<file path="src/rtl/uart_pkg.sv">
// ----------------------------------------------------------------------------
// uart_pkg
// Shared definitions for the UART receive and transmit blocks.
//   UART_DATA_WIDTH  default payload bits per frame
//   UART_OVERSAMPLE  clk-cycle multiple applied to pre_scale to get one bit time
//   UART_CNT_W       width of the bit-timing counter (holds 65535*8)
//   uart_state_t     frame state machine encoding
//   uart_bit_period  bit period in clk cycles for a given pre_scale
// ----------------------------------------------------------------------------
package uart_pkg;

    localparam int UART_DATA_WIDTH = 8;
    localparam int UART_OVERSAMPLE = 8;
    localparam int UART_CNT_W      = 19;

    typedef enum logic [1:0] {
        IDLE,
        START,
        DATA,
        STOP
    } uart_state_t;

    // A pre_scale of zero would give a zero-length bit; run it as 1 instead.
    function automatic logic [UART_CNT_W-1:0] uart_bit_period(input logic [15:0] pre_scale);
        logic [15:0] eff;
        eff = (pre_scale == 16'd0) ? 16'd1 : pre_scale;
        return UART_CNT_W'(eff) * UART_CNT_W'(UART_OVERSAMPLE);
    endfunction

endpackage

</file>
<file path="src/rtl/uart_sync2.sv">
// ----------------------------------------------------------------------------
// uart_sync2
// Two-flop synchronizer for the asynchronous serial line. Both flops reset to
// 1 so the line reads as idle (high) straight out of reset.
//   clk  system clock
//   rst  asynchronous active-high reset
//   d    asynchronous input
//   q    input synchronized to clk
// ----------------------------------------------------------------------------
module uart_sync2 (
    input  logic clk,
    input  logic rst,
    input  logic d,
    output logic q
);

    logic meta;

    always_ff @(posedge clk or posedge rst) begin
        if (rst) begin
            meta <= 1'b1;
            q    <= 1'b1;
        end else begin
            meta <= d;
            q    <= meta;
        end
    end

endmodule

</file>
<file path="src/rtl/uart_rx_axis.sv">
// ----------------------------------------------------------------------------
// uart_rx_axis
// UART receiver (start bit, DATA_WIDTH data bits LSB first, one stop bit)
// presenting each received word on an AXI-Stream style master port.
//   clk            system clock, rising edge
//   rst            asynchronous active-high reset
//   rxd            serial line, idle high, asynchronous to clk
//   pre_scale      bit period / 8, in clk cycles (0 is treated as 1)
//   m_axis_tdata   received word
//   m_axis_tvalid  tdata holds an unconsumed word
//   m_axis_tready  downstream accepts the word
//   busy           a frame is being received
//   frame_error    one-cycle pulse: stop bit sampled low, word dropped
//   overrun_error  one-cycle pulse: new word overwrote an unconsumed one
// ----------------------------------------------------------------------------
module uart_rx_axis
    import uart_pkg::*;
#(
    parameter int DATA_WIDTH = UART_DATA_WIDTH
) (
    input  logic                  clk,
    input  logic                  rst,
    input  logic                  rxd,
    input  logic [15:0]           pre_scale,
    output logic [DATA_WIDTH-1:0] m_axis_tdata,
    output logic                  m_axis_tvalid,
    input  logic                  m_axis_tready,
    output logic                  busy,
    output logic                  frame_error,
    output logic                  overrun_error
);

    localparam int BIT_CNT_W = $clog2(DATA_WIDTH + 1);
    localparam logic [UART_CNT_W-1:0] CNT_ONE = UART_CNT_W'(1);

    logic                  rxd_s;
    uart_state_t           state;
    logic [UART_CNT_W-1:0] cnt;
    logic [BIT_CNT_W-1:0]  bit_cnt;
    logic [DATA_WIDTH-1:0] shift_reg;
    // Set once the line has been seen high in IDLE; a start edge is only
    // accepted while armed, so a stuck-low line after a bad stop bit is not
    // mistaken for a new frame.
    logic                  line_armed;

    logic [UART_CNT_W-1:0] period;
    logic [UART_CNT_W-1:0] half_reload;
    logic [UART_CNT_W-1:0] full_reload;
    logic                  cnt_expired;
    logic                  handshake;

    uart_sync2 u_sync (
        .clk (clk),
        .rst (rst),
        .d   (rxd),
        .q   (rxd_s)
    );

    // pre_scale is only looked at when the counter is reloaded, so a change
    // mid-frame takes effect at the next bit boundary.
    always_comb begin
        period      = uart_bit_period(pre_scale);
        half_reload = (period >> 1) - CNT_ONE;
        full_reload = period - CNT_ONE;
        cnt_expired = (cnt == '0);
        handshake   = m_axis_tvalid && m_axis_tready;
    end

    always_ff @(posedge clk or posedge rst) begin
        if (rst) begin
            state         <= IDLE;
            cnt           <= '0;
            bit_cnt       <= '0;
            shift_reg     <= '0;
            line_armed    <= 1'b0;
            m_axis_tdata  <= '0;
            m_axis_tvalid <= 1'b0;
            busy          <= 1'b0;
            frame_error   <= 1'b0;
            overrun_error <= 1'b0;
        end else begin
            frame_error   <= 1'b0;
            overrun_error <= 1'b0;

            // A word completing on this same edge overrides the clear below.
            if (handshake) begin
                m_axis_tvalid <= 1'b0;
            end

            case (state)
                IDLE: begin
                    if (!line_armed) begin
                        line_armed <= rxd_s;
                    end else if (!rxd_s) begin
                        state <= START;
                        cnt   <= half_reload;
                        busy  <= 1'b1;
                    end
                end

                START: begin
                    if (cnt_expired) begin
                        if (!rxd_s) begin
                            state   <= DATA;
                            cnt     <= full_reload;
                            bit_cnt <= '0;
                        end else begin
                            // Line went back high by mid-start-bit: a glitch.
                            state <= IDLE;
                            busy  <= 1'b0;
                        end
                    end else begin
                        cnt <= cnt - CNT_ONE;
                    end
                end

                DATA: begin
                    if (cnt_expired) begin
                        // LSB arrives first, so shift in from the top.
                        shift_reg <= {rxd_s, shift_reg[DATA_WIDTH-1:1]};
                        cnt       <= full_reload;
                        if (bit_cnt == BIT_CNT_W'(DATA_WIDTH - 1)) begin
                            state <= STOP;
                        end else begin
                            bit_cnt <= bit_cnt + BIT_CNT_W'(1);
                        end
                    end else begin
                        cnt <= cnt - CNT_ONE;
                    end
                end

                STOP: begin
                    if (cnt_expired) begin
                        state      <= IDLE;
                        busy       <= 1'b0;
                        line_armed <= 1'b0;
                        if (rxd_s) begin
                            m_axis_tdata  <= shift_reg;
                            m_axis_tvalid <= 1'b1;
                            overrun_error <= m_axis_tvalid && !m_axis_tready;
                        end else begin
                            frame_error <= 1'b1;
                        end
                    end else begin
                        cnt <= cnt - CNT_ONE;
                    end
                end

                default: begin
                    state <= IDLE;
                    busy  <= 1'b0;
                end
            endcase
        end
    end

endmodule

</file>
<file path="config.mk">
export PLATFORM = sky130hd
export DESIGN_NAME = uart_rx_axis
export DESIGN_NICKNAME = d
export VERILOG_FILES = /design/src/rtl/uart_pkg.sv /design/src/rtl/uart_sync2.sv /design/src/rtl/uart_rx_axis.sv
export SDC_FILE = /design/constraint.sdc
export NUM_CORES = 1
export LEC_CHECK = 0
export ABC_AREA = 1
export BUFFER_PORTS_ARGS = -buffer_cell sky130_fd_sc_hd__buf_2
export CAP_MARGIN = 40
export CORE_ASPECT_RATIO = 0.7
export CORE_MARGIN = 5
export CORE_UTILIZATION = 30
export DETAILED_ROUTE_END_ITERATION = 16
export PLACE_DENSITY = 0.57
export SYNTH_ARGS = -nofsm -noshare
export SYNTH_HDL_FRONTEND = slang
export SYNTH_HIERARCHICAL = 1
export SYNTH_SLANG_ARGS = --single-unit
</file>
<file path="constraint.sdc">
create_clock -name clk -period 1.8 [get_ports clk]
set_input_delay 0.18 -clock clk [delete_from_list [all_inputs] [get_ports clk]]
set_output_delay 0.18 -clock clk [all_outputs]
set_load 0.005 [all_outputs]
</file>
Word level (Yosys, flattened, before mapping) --
Cells that the tools add are included.
Word-level totals: bits in registers 48
Cells by class: add/sub/neg operators 4, multiplexer cells 39, reductions and logical operators 16, equality and inequality tests 15
Operators by type and width (number):
- 19-bit 2-to-1 mux | 6
- 19-bit one-hot mux with 4 select lines | 1
- 19-bit by 1-bit subtractor with 19-bit output, second input constant | 2
- 19-bit logical NOT | 1
- 18-bit by 1-bit subtractor with 19-bit output, second input constant | 1
- 2-bit inequality test, second input constant | 9
- 16-bit logical NOT | 1
- 1-bit 2-to-1 mux | 16
- 16-bit 2-to-1 mux | 1
- 4-bit 2-to-1 mux | 4
- 2-bit 2-to-1 mux | 7
- 6-bit AND reduction | 2
- 2-bit one-hot mux with 4 select lines | 1
- 4-bit one-hot mux with 2 select lines | 1
- 5-bit AND reduction | 1
- 4-bit by 1-bit adder with 4-bit output, second input constant | 1
- 2-bit equality test, second input constant | 2
- 4-bit by 3-bit equality test with 1-bit output, second input constant | 1
- 2-bit AND reduction | 2
- 4-bit AND reduction | 1
- 2-bit nonzero test | 2
- 3-bit inequality test, second input constant | 1
- 1-bit one-hot mux with 3 select lines | 1
- 3-bit AND reduction | 1
- other kinds (7) | 8

Logic depth before layout (Yosys ltp) --
Gate-level depths: netlist of run 1.
depth after elaboration 6, gate-level depth with buffers 17, depth with buffers taken out 17

Modules after synthesis --
Netlist of run 1, hierarchy kept.
By module, submodules not included:
- uart_rx_axis | times used 1, area an instance 3275.6 um^2, sequential area each 1151.1 um^2, cells an instance 474
- uart_sync2 | times used 1, area an instance 56.3 um^2, sequential area each 52.6 um^2, cells an instance 3

Least setup slack after synthesis of run 1 --
Ideal clock, no wire load.
path kind in2reg, start input pre_scale[9], end register cnt[17], arrival 1.759 ns, stages on the path 17, data required time 1.679 ns, setup time 0.121 ns, setup slack -0.080 ns, cell sequence nor2_1 -> nand2_1 -> nor2_1 -> nand2_1 -> nand2_1 -> inv_1 -> ha_1 -> nand2_1 -> nor2_2 -> nand2_1 -> nor2_1 -> xnor2_1 -> nor2_1 -> nor2_1 -> nand2_1 -> nand2_1 -> o21ai_1
On the way: word-level cells in the longest chain between the ends 6, elaborated cells on any way between the ends 10, classes of those cells add/sub (2); mux (7); reduce/logical (1)
Ends and longest elaborated chain:
- start: declaration | line uart_rx_axis.sv:24 | input logic [15:0] pre_scale,
- 16-bit logical NOT | line uart_pkg.sv:26 | eff = (pre_scale == 16'd0) ? 16'd1 : pre_scale;
- 16-bit 2-to-1 mux (*) | line uart_pkg.sv:26
- 19-bit by 1-bit subtractor with 19-bit output / 18-bit by 1-bit subtractor with 19-bit output (equally long branches) | line uart_rx_axis.sv:64, uart_rx_axis.sv:63
- 19-bit 2-to-1 mux (on tied branches) | line uart_rx_axis.sv:103, uart_rx_axis.sv:94
- 19-bit 2-to-1 mux (on tied branches) | line uart_rx_axis.sv:102, uart_rx_axis.sv:92
- 19-bit one-hot mux with 4 select lines (*) | line uart_rx_axis.sv:90 | case (state)
- end signal: assignment | line uart_rx_axis.sv:96 | cnt <= half_reload;
- end signal: assignment | line uart_rx_axis.sv:105 | cnt <= full_reload;
- end signal: assignment | line uart_rx_axis.sv:113 | cnt <= cnt - CNT_ONE;
- end: declaration | line uart_rx_axis.sv:38 | logic [UART_CNT_W-1:0] cnt;
Mark *: on every way between the ends. The rest lies on a longest branch, timed or not. The select of a mux whose other input is x is not followed. A chain may end at the register's enable or synchronous reset.

Final worst setup path of run 1 --
start register cnt[4], end register cnt[12]
On the way: word-level cells in the longest chain between the ends 3, elaborated cells on any way between the ends 9, classes of those cells add/sub (1); eq/ne (2); mux (4); reduce/logical (2)
Ends and longest elaborated chain:
- 19-bit by 1-bit subtractor with 19-bit output / 19-bit logical NOT (equally long branches)
- 19-bit 2-to-1 mux, or another cell as far along | line uart_rx_axis.sv:133 | if (cnt_expired) begin
- 19-bit one-hot mux with 4 select lines / 4-bit AND reduction (equally long branches)
Parallel ways exist; a longest one is shown, timed or not. The select of a mux whose other input is x is not followed.

==> results by group, run 1 <==
Synthesis
  • Syn Inst Count: 477
  • Dominant cells by area after synthesis: dfrtp_1 (35%), nand2_1 (14%), nor2_1 (7.5%), inv_1 (5.7%), nand3_1 (4.1%)
  • Dominant synthesized flop cell: dfrtp_1
  • Synth Area per Inst: 6.99 um^2
  • Sequential share of the synthesized area: 36.1%
  • Yosys top cell area share: 34.5%
  • Mapped cell area: 3330 um^2
  • FF+latch count, synth: 48
  • Number of synthesized flops with an enable pin: 0
  • Net Count, Synth: 505
  • Synth cell types: 38
  • Post-synthesis async set-or-reset flop share: 100%
  • YS warnings: 6
  • Area leader, netlist: dfrtp_1

Timing
  • Slew HR: 68.0%
  • Achievable frequency: 0.545 GHz
  • Final worst-path cycle share: 102%
  • Pins Over Slew Limit: 0
  • Tmin final: 1840 ps
  • Hold Fails Final Rpt: 0
  • RSZ-0062 raised after global routing: true
  • Final-report setup violation count: 8
  • Fin Clk Skew: 8.93 ps
  • Final worst slack: -35.9 ps
  • Final hold slack: 136 ps
  • Worst-margin pin slew: 480 ps

Setup path
  • Crit path DAT: 2010 ps
  • Crit path kind: flop to flop
  • R2r endpoint: cnt[12]
  • Worst Path Max Fanout: 5
  • CP Capture Type: flop
  • Crit path launch type: flop
  • Worst R2R Path Depth: 11
  • Worst setup path endpoint: cnt[12]
  • Crit path launch: cnt[4]
  • Data required time of the worst path: 1970 ps
  • Worst r2r src: cnt[4]
  • R2r setup slk: -40 ps

Run
  • Max Cap Violations: 0

Outcome
  • Failing checks: negative setup slack
  • Status: finished with violations

Die
  • Die Height: 98.2 um
  • Std cell rows: 32
  • Initial Util: 30.5%
  • Width of the die: 136 um
  • Core area: 10900 um^2
  • Die area: 13300 um^2
  • Io pins: 32

Routing
  • Vias per cell: 4.66
  • Initial DRC Count: 263
  • Number of nets with antenna violations after routing: 0
  • Drt pass-1 iters: 4
  • Routed wire length: 9860 um
  • DRC Markers: 0
  • Total number of vias: 3572
  • Routed len/inst: 12.9 um

Placed design
  • Placed Area: 4330 um^2
  • PortBufs: 31
  • HPWL Detailed: 7500 um
  • Gpl congestion: 0.897
  • Setup WS pre-CTS: -200 ps

Clock network
  • CTS Buf Count: 5
  • CTS Buffer Depth: 2
  • CTS tree: built
  • Root Buffer: clkbuf_16
  • Worst skew pair latency: 300 ps
  • Clock tree sinks: 48
  • Clk pin slew, worst setup/hold paths: 70 ps
  • H-tree depth: 2

Power and ir drop
  • Leakage: 2.32 nW
  • Pwr dens: 1430 nW/um^2
  • Worst vdd ir: 0.000629 V
  • Design Power: 0.00696 W

Layout
  • Share of cells above drive strength 1: 37.3%
  • Final Instance Area: 4860 um^2
  • Final antenna diode count: 0
  • Fin util: 44.5%
  • Area delta synth->final: 46.0%
  • Fillers: 1084
  • Max FFs per register: 19
  • Nets: 641

Worst hold path
  • Hold Crit Class: input port to flop

GRT
  • First-pass GRT wire length: 15900 um
  • Initial antenna violation count: 0
  • Global-route usage over all layers: 14.6%
  • Largest net degree at the start of global routing: 25
  • Total gr overflow: 0
  • Number of global-route vias before repair: 3312
## final cells by class
class | instances | area (um^2) | share of cell area [%]
multi-input cells | 363 | 2080 | 42.8
flip-flops and latches | 48 | 1210 | 24.8
repair buffers | 137 | 982 | 20.2
inverters | 57 | 219 | 4.50
well taps | 153 | 191 | 3.94
clock buffers | 6 | 139 | 2.85
clock inverters | 2 | 38.8 | 0.797
repair inverters | 1 | 5.00 | 0.103
## what timing repair did
item	in CTS	in global routing
hold buffers	2	0
gates resized for setup	19	50
setup buffers	3	9
pin swaps	3	15
hold endpoints to repair	25	0
gates cloned	0	1
endpoints found under the setup margin	40	42
## metal layers
metal	vias up	global-route usage, %	part of all wire (%)
met2	92	21.7	43
met1	1658	22.2	51
met5	-	0	0
met4	0	2.79	0.75
met3	6	2.68	5.3
li1	1816	-	-
## synthesized netlist by cell type, types with 3 or more instances
cell      count
a21oi_1      23
buf_2         4
dfrtp_1      46
ha_1          8
inv_1        51
inv_2         5
nand2_1     128
nand3_1      27
nand4_1       9
nor2_1       67
nor2_2       10
nor2_4        4
nor4_1        3
o211ai_1      4
o21ai_0      17
o21ai_1      18
o21ai_2       8
o22ai_1       3
xnor2_1       7
xor2_1       12
## where the power goes
group | internal [W] | leakage (nW) | switching, W
Sequential | 0.00138 | 0.615 | 0.000298
Combinational | 0.00183 | 1.62 | 0.00234
Clock | 0.000697 | 0.0871 | 0.000430
Total | 0.00390 | 2.32 | 0.00307
## placed cells by master (no fill, tap or decap), drive strengths merged, types with 4 or more instances in the layout
cell      n
a21oi    25
buf     135
clkbuf    6
dfrtp    46
ha        8
inv      56
nand2   130
nand3    29
nand4     9
nor2     81
o211ai    4
o21ai    43
xnor2     7
xor2     12
## how the worst min path moves through the flow
stage / start / endpoint / depth (start not counted)
after floorplan: rst / u_sync/meta / 1
after global placement: rst / u_sync/meta / 2
after detailed placement: rst / u_sync/meta / 2
after CTS: m_axis_tready / overrun_error / 4
after global routing: m_axis_tready / m_axis_tvalid / 4
final: m_axis_tready / m_axis_tvalid / 4
## critical path: stages (launching register included)
cell,delay [ps]
dfrtp_1,430
nor2_4,170
nand2_1,100
nor2_4,180
nand3_4,150
nand2_2,110
nand2_2,100
buf_4,170
nand3_1,60
nand2_1,50
nor2_1,110
o22ai_1,80
## kinds of logic (layout without fill, tap and decap cells)
kind of cell	after synthesis	after routing	share of synthesized area, %
compound gates	78	78	13.8
xor+xnor	19	19	4.99
fa+ha+maj	8	8	3.00
buf+inv	66	203	8.04
flops	48	48	36.1
mux	1	1	0.338
simple gates	257	257	33.7
## through the flow
step / TNS (ps) / cells
3_5_place_dp: -2780 / 744
5_1_grt: -2960 / 767
3_3_place_gp: -2320 / 744
2_1_floorplan: 0 / 477
4_1_cts: 0 / 757
6_report: -106 / 767
Power figures use the tool's default switching activity.
==> inputs of run 2 (changes only) <==
--- a/config.mk
+++ b/config.mk
@@ -5,7 +5,6 @@
 export SDC_FILE = /design/constraint.sdc
 export NUM_CORES = 1
 export LEC_CHECK = 0
-export ABC_AREA = 1
 export BUFFER_PORTS_ARGS = -buffer_cell sky130_fd_sc_hd__buf_2
 export CAP_MARGIN = 40
 export CORE_ASPECT_RATIO = 0.7
==> run 2 against run 1 <==
  * The run still ends with negative setup slack left
  * Synthesized cell count shrank 25%
  * Flip-flop and latch count unchanged
  * Sequential share of layout area decreased by 2.4 points
  * Total power up 6.6%
  * First-iteration DRC count increased by 1.9%
  * Via count down 4.4%
  * Hold slack better by 75 ps
  * Non-clock buffer count up 39
  * Wire length is 12% higher
  * Worst setup slack worse by 370 ps
  * Global-route usage is 2.0 points higher
  * Critical path depth is 3 lower
  * Largest cell class unchanged
==> results by group, run 2 <==
Routing
  • Drt pass-1 iters: 5 (+1)
  • Number of nets with antenna violations after routing: 0 (unchanged)
  • DRC Markers: 0 (unchanged)
  • Routed len/inst: 16.8 um (+30%)
  • Routed wire length: 11100 um (+12%)
  • Initial DRC Count: 268 (+1.9%)
  • Vias per cell: 5.18 (+11%)
  • Total number of vias: 3416 (-4.4%)

Power and ir drop
  • Worst vdd ir: 0.000705 V (+12%)
  • Pwr dens: 1380 nW/um^2 (-3.5%)
  • Switching pwr: 0.00312 W (+1.7%)
  • Switching power share of the total: 42.0% (-2.0 points)
  • Leakage: 2.44 nW (+5.1%)
  • Clock power frac: 14.7% (-1.5 points)
  • Int Pwr: 0.00431 W (+11%)
  • Combinational share of power: 64.4% (+4.6 points)
  • Seq pwr share: 20.9% (-3.1 points)

Placed design
  • PortBufs: 31 (unchanged)
  • Gpl congestion: 0.957 (+6.7%)
  • Setup WS pre-CTS: -589 ps (-390 ps)
  • Placed insts: 627 (-16%)
  • HPWL Detailed: 8060 um (+7.4%)

Die
  • Initial Util: 31.1% (+0.57 points)
  • Die Height: 97.1 um (-1.1%)
  • Core area: 10500 um^2 (-4.2%)
  • Width of the die: 134 um (-1.1%)
  • Std cell rows: 31 (-3.1%)
  • Io pins: 32 (unchanged)
  • Die area: 13100 um^2 (-2.2%)

Setup path
  • Worst Path Max Fanout: 4 (-1)
  • Crit path launch type: flop
  • Crit path DAT: 2390 ps (+380 ps)
  • Worst R2R Path Depth: 8 (-3)
  • CP Capture Type: flop
  • Crit path kind: flop to flop
  • Worst path bufs/invs: 2 (+1)
  • Crit. path cell count: 8 (-3)
  • Delay-heaviest family, CP: compound AO/OA/AOI/OAI gates
  • Worst-path cell chain: ha_1 -> a21oi_1 -> inv_1 -> buf_4 -> a31oi_1 -> o21a_1 -> a21bo_2 -> o221a_2
  • Slowest cell on crit path: dfrtp_1
  • Crit-path max cell delay: 430 ps (about the same)
  • Data required time of the worst path: 1990 ps (+20 ps)

Clock network
  • CTS Buf Count: 5 (unchanged)
  • Clock tree sinks: 48 (unchanged)
  • Root Buffer: clkbuf_16
  • Clk pin slew, worst setup/hold paths: 70 ps (about the same)
  • H-tree depth: 2 (unchanged)
  • Worst skew pair latency: 300 ps (about the same)
  • CTS tree: built
  • CTS Buffer Depth: 2 (unchanged)

Layout
  • Nets: 554 (-14%)
  • Commonest non-fill, non-tap cell in the layout: buf_4
  • Fillers: 933 (-14%)
  • Area delta synth->final: 65.3%
  • Final antenna diode count: 0 (unchanged)
  • Share of cells above drive strength 1: 56.5% (+19 points)
  • Fin util: 51.3% (+6.8 points)
  • Commonest non-fill, non-tap cells in the layout: buf_4 (116), dfrtp_1 (44), buf_2 (31), nor2_1 (27), nand2_1 (27)
  • Cell Count, Final, Fillers Out: 659 (-14%)
  • Max FFs per register: 19 (unchanged)

GRT
  • Initial antenna violation count: 0 (unchanged)
  • First-pass GRT wire length: 17600 um (+11%)
  • Total gr overflow: 0 (unchanged)
  • Largest net degree at the start of global routing: 24 (-4.0%)
  • Number of global-route vias before repair: 3357 (+1.4%)
  • Global-route usage over all layers: 16.6% (+2.0 points)

Timing
  • Fin Clk Skew: 11.5 ps (+2.56 ps)
  • Tmin final: 2200 ps (+367 ps)
  • Slew HR: 70.7% (+2.7 points)
  • RSZ-0062 raised after global routing: true
  • Worst-margin pin slew: 438 ps (-41.7 ps)
  • Achievable frequency: 0.454 GHz (-17%)
  • Pins Over Slew Limit: 0 (unchanged)
  • Final-report setup violation count: 45 (+37)
  • Final worst-path cycle share: 122% (+20 points)
  • Final worst slack: -403 ps (-367 ps)
  • Hold Fails Final Rpt: 0 (unchanged)

Synthesis
  • Yosys top cell area share: 35.4% (+0.85 points)
  • FF+latch count, synth: 48 (unchanged)
  • Sequential share of the synthesized area: 37.0% (+0.89 points)
  • Syn Inst Count: 356 (-25%)
  • Number of synthesized flops with an enable pin: 0 (unchanged)
  • Post-synthesis async set-or-reset flop share: 100% (unchanged)
  • Mapped cell area: 3250 um^2 (-2.4%)
  • Post-synth top cells: dfrtp_1 (46), nand2_1 (34), nor2_1 (29)
  • Area leader, netlist: dfrtp_1
  • YS warnings: 6 (unchanged)
  • Net Count, Synth: 384 (-24%)
  • Most common cell in the synthesized netlist: dfrtp_1
  • Dominant cells by area after synthesis: dfrtp_1 (35%), mux2_2 (5.9%), a21oi_1 (4.2%), xnor2_1 (4.0%), nand2_1 (3.9%)
  • Synth Area per Inst: 9.13 um^2 (+31%)
  • Synth cell types: 65 (+71%)
  • Dominant synthesized flop cell: dfrtp_1

Worst hold path
  • Hold Crit Class: input port to flop
  • Cells on Worst Hold Path: 3 (-1)

Outcome
  • Failing checks: negative setup slack
  • Status: finished with violations

Run
  • Max Cap Violations: 0 (unchanged)
==> run 2: cell count changes after synthesis, sizes merged, moves of 7 or more <==
cell    delta
nand3     -13
nor2      -50
clkbuf     +7
o21ai     -18
nand4      -8
nor3      +11
mux2      +17
a31oi      +8
nand2     -95
inv       -40
xnor2      +8
==> run 2: area by class of cell <==
class	instances	area, um^2	share of cell area, %
multi-input cells	279	2370	44.1
repair buffers	176	1400	26.1
flip-flops and latches	48	1210	22.4
well taps	132	165	3.07
clock buffers	5	125	2.33
inverters	16	60.1	1.12
clock inverters	3	47.5	0.884
==> run 2: layer usage <==
metal	vias up	global-route usage [%]	wire length [um]
met5	-	0	0
met4	0	2.90	89
met3	9	4.30	888
met2	92	23.4	4780
met1	1664	25.6	5300
li1	1651	-	-
==> run 2: path summary, 6_finish.rpt <==
| path | start | end | slack [ps] |
|---|---|---|---|
| min reg2reg | u_sync/meta | u_sync/q | 360 |
| min in group asynchronous | rst | shift_reg[2] | 370 |
| min | m_axis_tready | overrun_error | 210 |
| max reg2reg | state[0] | cnt[18] | -400 |
| max | state[0] | cnt[18] | -400 |
| max in group asynchronous | rst | cnt[4] | 960 |
==> run 2: timing repair <==
| item | in CTS | in global routing |
|---|---|---|
| buffers inserted | 12 | 9 |
| setup endpoints to repair | 46 | 46 |
| hold buffers | 2 | 0 |
| endpoints found under the hold margin | 12 | 0 |
| pin swaps | 19 | 19 |
| gates resized for setup | 63 | 44 |
| gates cloned | 2 | 1 |
==> run 2: kinds of logic after synthesis <==
family                   count (synthesis)  synth area share (%)
buffers and inverters                   30                  5.35
AO/OA/AOI/OAI                           97                  19.6
AND/OR/NAND/NOR                        131                  22.1
multiplexers                            19                  6.66
XOR/XNOR                                23                  6.19
adder cells (fa/ha/maj)                  8                  3.08
flip-flops                              48                  37.0
==> run 2: power groups by stage <==
| stage | clock [W] | sequential, W | combinational [W] |
|---|---|---|---|
| 3_5_place_dp | 0 | 0.00156 | 0.00377 |
| 4_1_cts | 0.00112 | 0.00153 | 0.00425 |
| 3_3_place_gp | 0 | 0.00155 | 0.00375 |
| 6_report | 0.00109 | 0.00155 | 0.00478 |
| 5_1_grt | 0.00116 | 0.00158 | 0.00511 |
| 2_1_floorplan | 0 | 0.00164 | 0.00195 |
==> run 2: stage by stage <==
stage | setup TNS (ps) | hold WS (ps) | total power, W | cell area, um^2
finish | -13040 | 212 | 0.00743 | 5380
global route | -16660 | 225 | 0.00785 | 5380
CTS | -11920 | 160 | 0.00690 | 5090
detailed placement | -18700 | 131 | 0.00533 | 4550
global placement | -16970 | 131 | 0.00530 | 4550
floorplan | -10490 | 91.5 | 0.00359 | 3410
==> run 2: tightest hold or removal path, stage by stage <==
cell	delay, ps
buf_2	70
nand2b_1	170
nor2_4	50
==> inputs of run 3 (changes only) <==
--- a/config.mk
+++ b/config.mk
@@ -12,6 +12,7 @@
 export CORE_UTILIZATION = 30
 export DETAILED_ROUTE_END_ITERATION = 16
 export PLACE_DENSITY = 0.57
+export SETUP_SLACK_MARGIN = 0.1
 export SYNTH_ARGS = -nofsm -noshare
 export SYNTH_HDL_FRONTEND = slang
 export SYNTH_HIERARCHICAL = 1
==> run 3 against run 2 <==
  * The run still ends with negative setup slack left
  * Non-clock buffer count is 11 lower
  * Design area is 4.1% lower
  * Flip-flop and latch count stayed put
  * Worst setup slack worse by 2.5 ps
==> results by group, run 3 (synthesized netlist as in run 2, its figures left out) <==
Setup path
  • Crit path kind: flop to flop
  • CP Capture Type: flop
  • Slowest cell on crit path: o41ai_2
  • Crit-path max cell delay: 410 ps (-20 ps)
  • Data required time of the worst path: 2010 ps (+20 ps)
  • Worst Path Max Fanout: 5 (+1)
  • Worst-path cell chain: inv_2 -> ha_4 -> or3b_4 -> or2_4 -> o41ai_2 -> buf_4 -> a21oi_1 -> nand3b_1 -> o21ai_0
  • Crit path DAT: 2420 ps (+30 ps)
  • Crit path launch type: flop

Die
  • Initial Util: 31.1% (unchanged)
  • Io pins: 32 (unchanged)
  • Core area: 10500 um^2 (unchanged)
  • Std cell rows: 31 (unchanged)
  • Die Height: 97.1 um (unchanged)
  • Die area: 13100 um^2 (unchanged)
  • Width of the die: 134 um (unchanged)

Power and ir drop
  • Combinational share of power: 62.3% (-2.1 points)
  • Seq pwr share: 22.2% (+1.3 points)
  • Leakage: 2.35 nW (-3.8%)
  • Switching pwr: 0.00298 W (-4.6%)
  • Int Pwr: 0.00410 W (-4.8%)
  • Worst vdd ir: 0.000748 V (+6.2%)
  • Clock power frac: 15.5% (+0.8 points)
  • Pwr dens: 1370 nW/um^2 (-0.70%)
  • Switching power share of the total: 42.1% (+0.053 points)

Placed design
  • PortBufs: 31 (unchanged)
  • HPWL Detailed: 8210 um (+1.8%)
  • Setup WS pre-CTS: -613 ps (-23.6 ps)
  • Gpl congestion: 0.913 (-4.5%)
  • Placed Area: 4500 um^2 (-1.0%)

Routing
  • Drt pass-1 iters: 5 (unchanged)
  • Routed len/inst: 16.7 um (-0.24%)
  • Initial DRC Count: 237 (-12%)
  • Number of nets with antenna violations after routing: 0 (unchanged)
  • Routed wire length: 10800 um (-1.9%)
  • DRC Markers: 0 (unchanged)
  • Total number of vias: 3421 (+0.15%)
  • Vias per cell: 5.28 (+1.8%)

Clock network
  • CTS Buf Count: 5 (unchanged)
  • H-tree depth: 2 (unchanged)
  • CTS tree: built
  • Worst skew pair latency: 290 ps (about the same)
  • Root Buffer: clkbuf_16
  • Clock tree sinks: 48 (unchanged)
  • Clk pin slew, worst setup/hold paths: 70 ps (about the same)
  • CTS Buffer Depth: 2 (unchanged)

Timing
  • Achievable frequency: 0.454 GHz (-0.11%)
  • Slew HR: 71.8% (+1.1 points)
  • Final-report setup violation count: 44 (-2.2%)
  • Final worst slack: -405 ps (-2.47 ps)
  • Hold Fails Final Rpt: 0 (unchanged)
  • Worst-margin pin slew: 421 ps (-17.2 ps)
  • Final worst-path cycle share: 122% (+0.14 points)
  • Fin Clk Skew: 6.67 ps (-4.82 ps)
  • TNS Setup: -13350 ps (-311 ps)
  • Pins Over Slew Limit: 0 (unchanged)
  • RSZ-0062 raised after global routing: true
  • Tmin final: 2200 ps (+2.47 ps)

Outcome
  • Status: finished with violations
  • Failing checks: negative setup slack

Layout
  • Final antenna diode count: 0 (unchanged)
  • Commonest non-fill, non-tap cell in the layout: buf_4
  • Area delta synth->final: 58.6%
  • Storage element area: 1200 um^2 (-0.10%)
  • Nets: 543 (-2.0%)
  • Fillers: 914 (-2.0%)
  • Final Instance Area: 5160 um^2 (-4.1%)
  • Multi-input logic area: 2300 um^2 (-3.0%)
  • Commonest non-fill, non-tap cells in the layout: buf_4 (110), dfrtp_1 (45), buf_2 (31), nand2_1 (26), nor2_1 (25)
  • Fin util: 49.2% (-2.1 points)
  • Share of cells above drive strength 1: 53.5% (-3.1 points)
  • Max FFs per register: 19 (unchanged)

Run
  • Max Cap Violations: 0 (unchanged)

GRT
  • Global-route usage over all layers: 16.5% (-0.13 points)
  • Largest net degree at the start of global routing: 19 (-21%)
  • Number of global-route vias before repair: 3336 (-0.63%)
  • Total gr overflow: 0 (unchanged)
  • First-pass GRT wire length: 17400 um (-1.3%)
  • Initial antenna violation count: 0 (unchanged)

Worst hold path
  • Hold Crit Class: input port to flop
-- run 3: cell types whose count changed in the layout (fill, tap and decap cells not counted), moves of 3 or more --
cell     previous run  this run
a21oi_1            12        16
buf_12              4         1
buf_4             116       110
nor3_2              3         0
xor2_1              5         8
xor2_2              3         0
-- run 3: stage by stage --
step | instances | hold WS, ps | power (W)
after floorplan | 356 | 91.5 | 0.00359
after global placement | 624 | 178 | 0.00524
after detailed placement | 624 | 176 | 0.00528
after CTS | 646 | 134 | 0.00679
after global routing | 648 | 193 | 0.00751
final | 648 | 173 | 0.00707
-- run 3: layout make-up --
class	count	area share (%)
clock buffers	5	2.43
repair buffers	165	24.4
multi-input cells	279	44.6
clock inverters	3	0.898
inverters	16	1.16
well taps	132	3.20
flip-flops and latches	48	23.4
-- run 3: worst paths after layout --
check	end	cells past startpoint	slack, ps	from
worst max-delay path	cnt[5]	9	-400	cnt[0]
worst min-delay path	overrun_error	3	170	m_axis_tready
worst max register to register	cnt[5]	9	-400	cnt[0]
worst min register to register	u_sync/q	0	360	u_sync/meta
max in group asynchronous	cnt[3]	4	850	rst
min in group asynchronous	m_axis_tvalid	3	400	rst
-- run 3: repair_timing --
item	in CTS	in global routing
pin swaps	24	20
gates resized for setup	50	40
hold buffers	2	0
hold endpoints to repair	16	0
setup buffers	10	3
setup endpoints to repair	46	46
gates cloned	2	0
-- run 3: critical path, delay by kind of cell (launching register included) --
kind	cells	cell delay, ps
compound gates	3	520
fa+ha+maj	1	130
buf+inv	2	260
flops	1	400
simple gates	3	830
-- run 3: metal layers --
metal / routed length, um / vias to the layer above / global-route usage, %
met4: 115 / 0 / 3.29
met1: 5220 / 1690 / 24.6
met3: 650 / 10 / 4.19
li1: - / 1626 / -
met5: 0 / - / 0
met2: 4860 / 95 / 24.1
-- run 3: power by group through the flow --
stage	clock (W)	combinational [W]	sequential [W]
after floorplan	0	0.00195	0.00164
after detailed placement	0	0.00372	0.00156
after global placement	0	0.00368	0.00155
after global routing	0.00116	0.00475	0.00160
final	0.00109	0.00441	0.00157
after CTS	0.00111	0.00412	0.00156
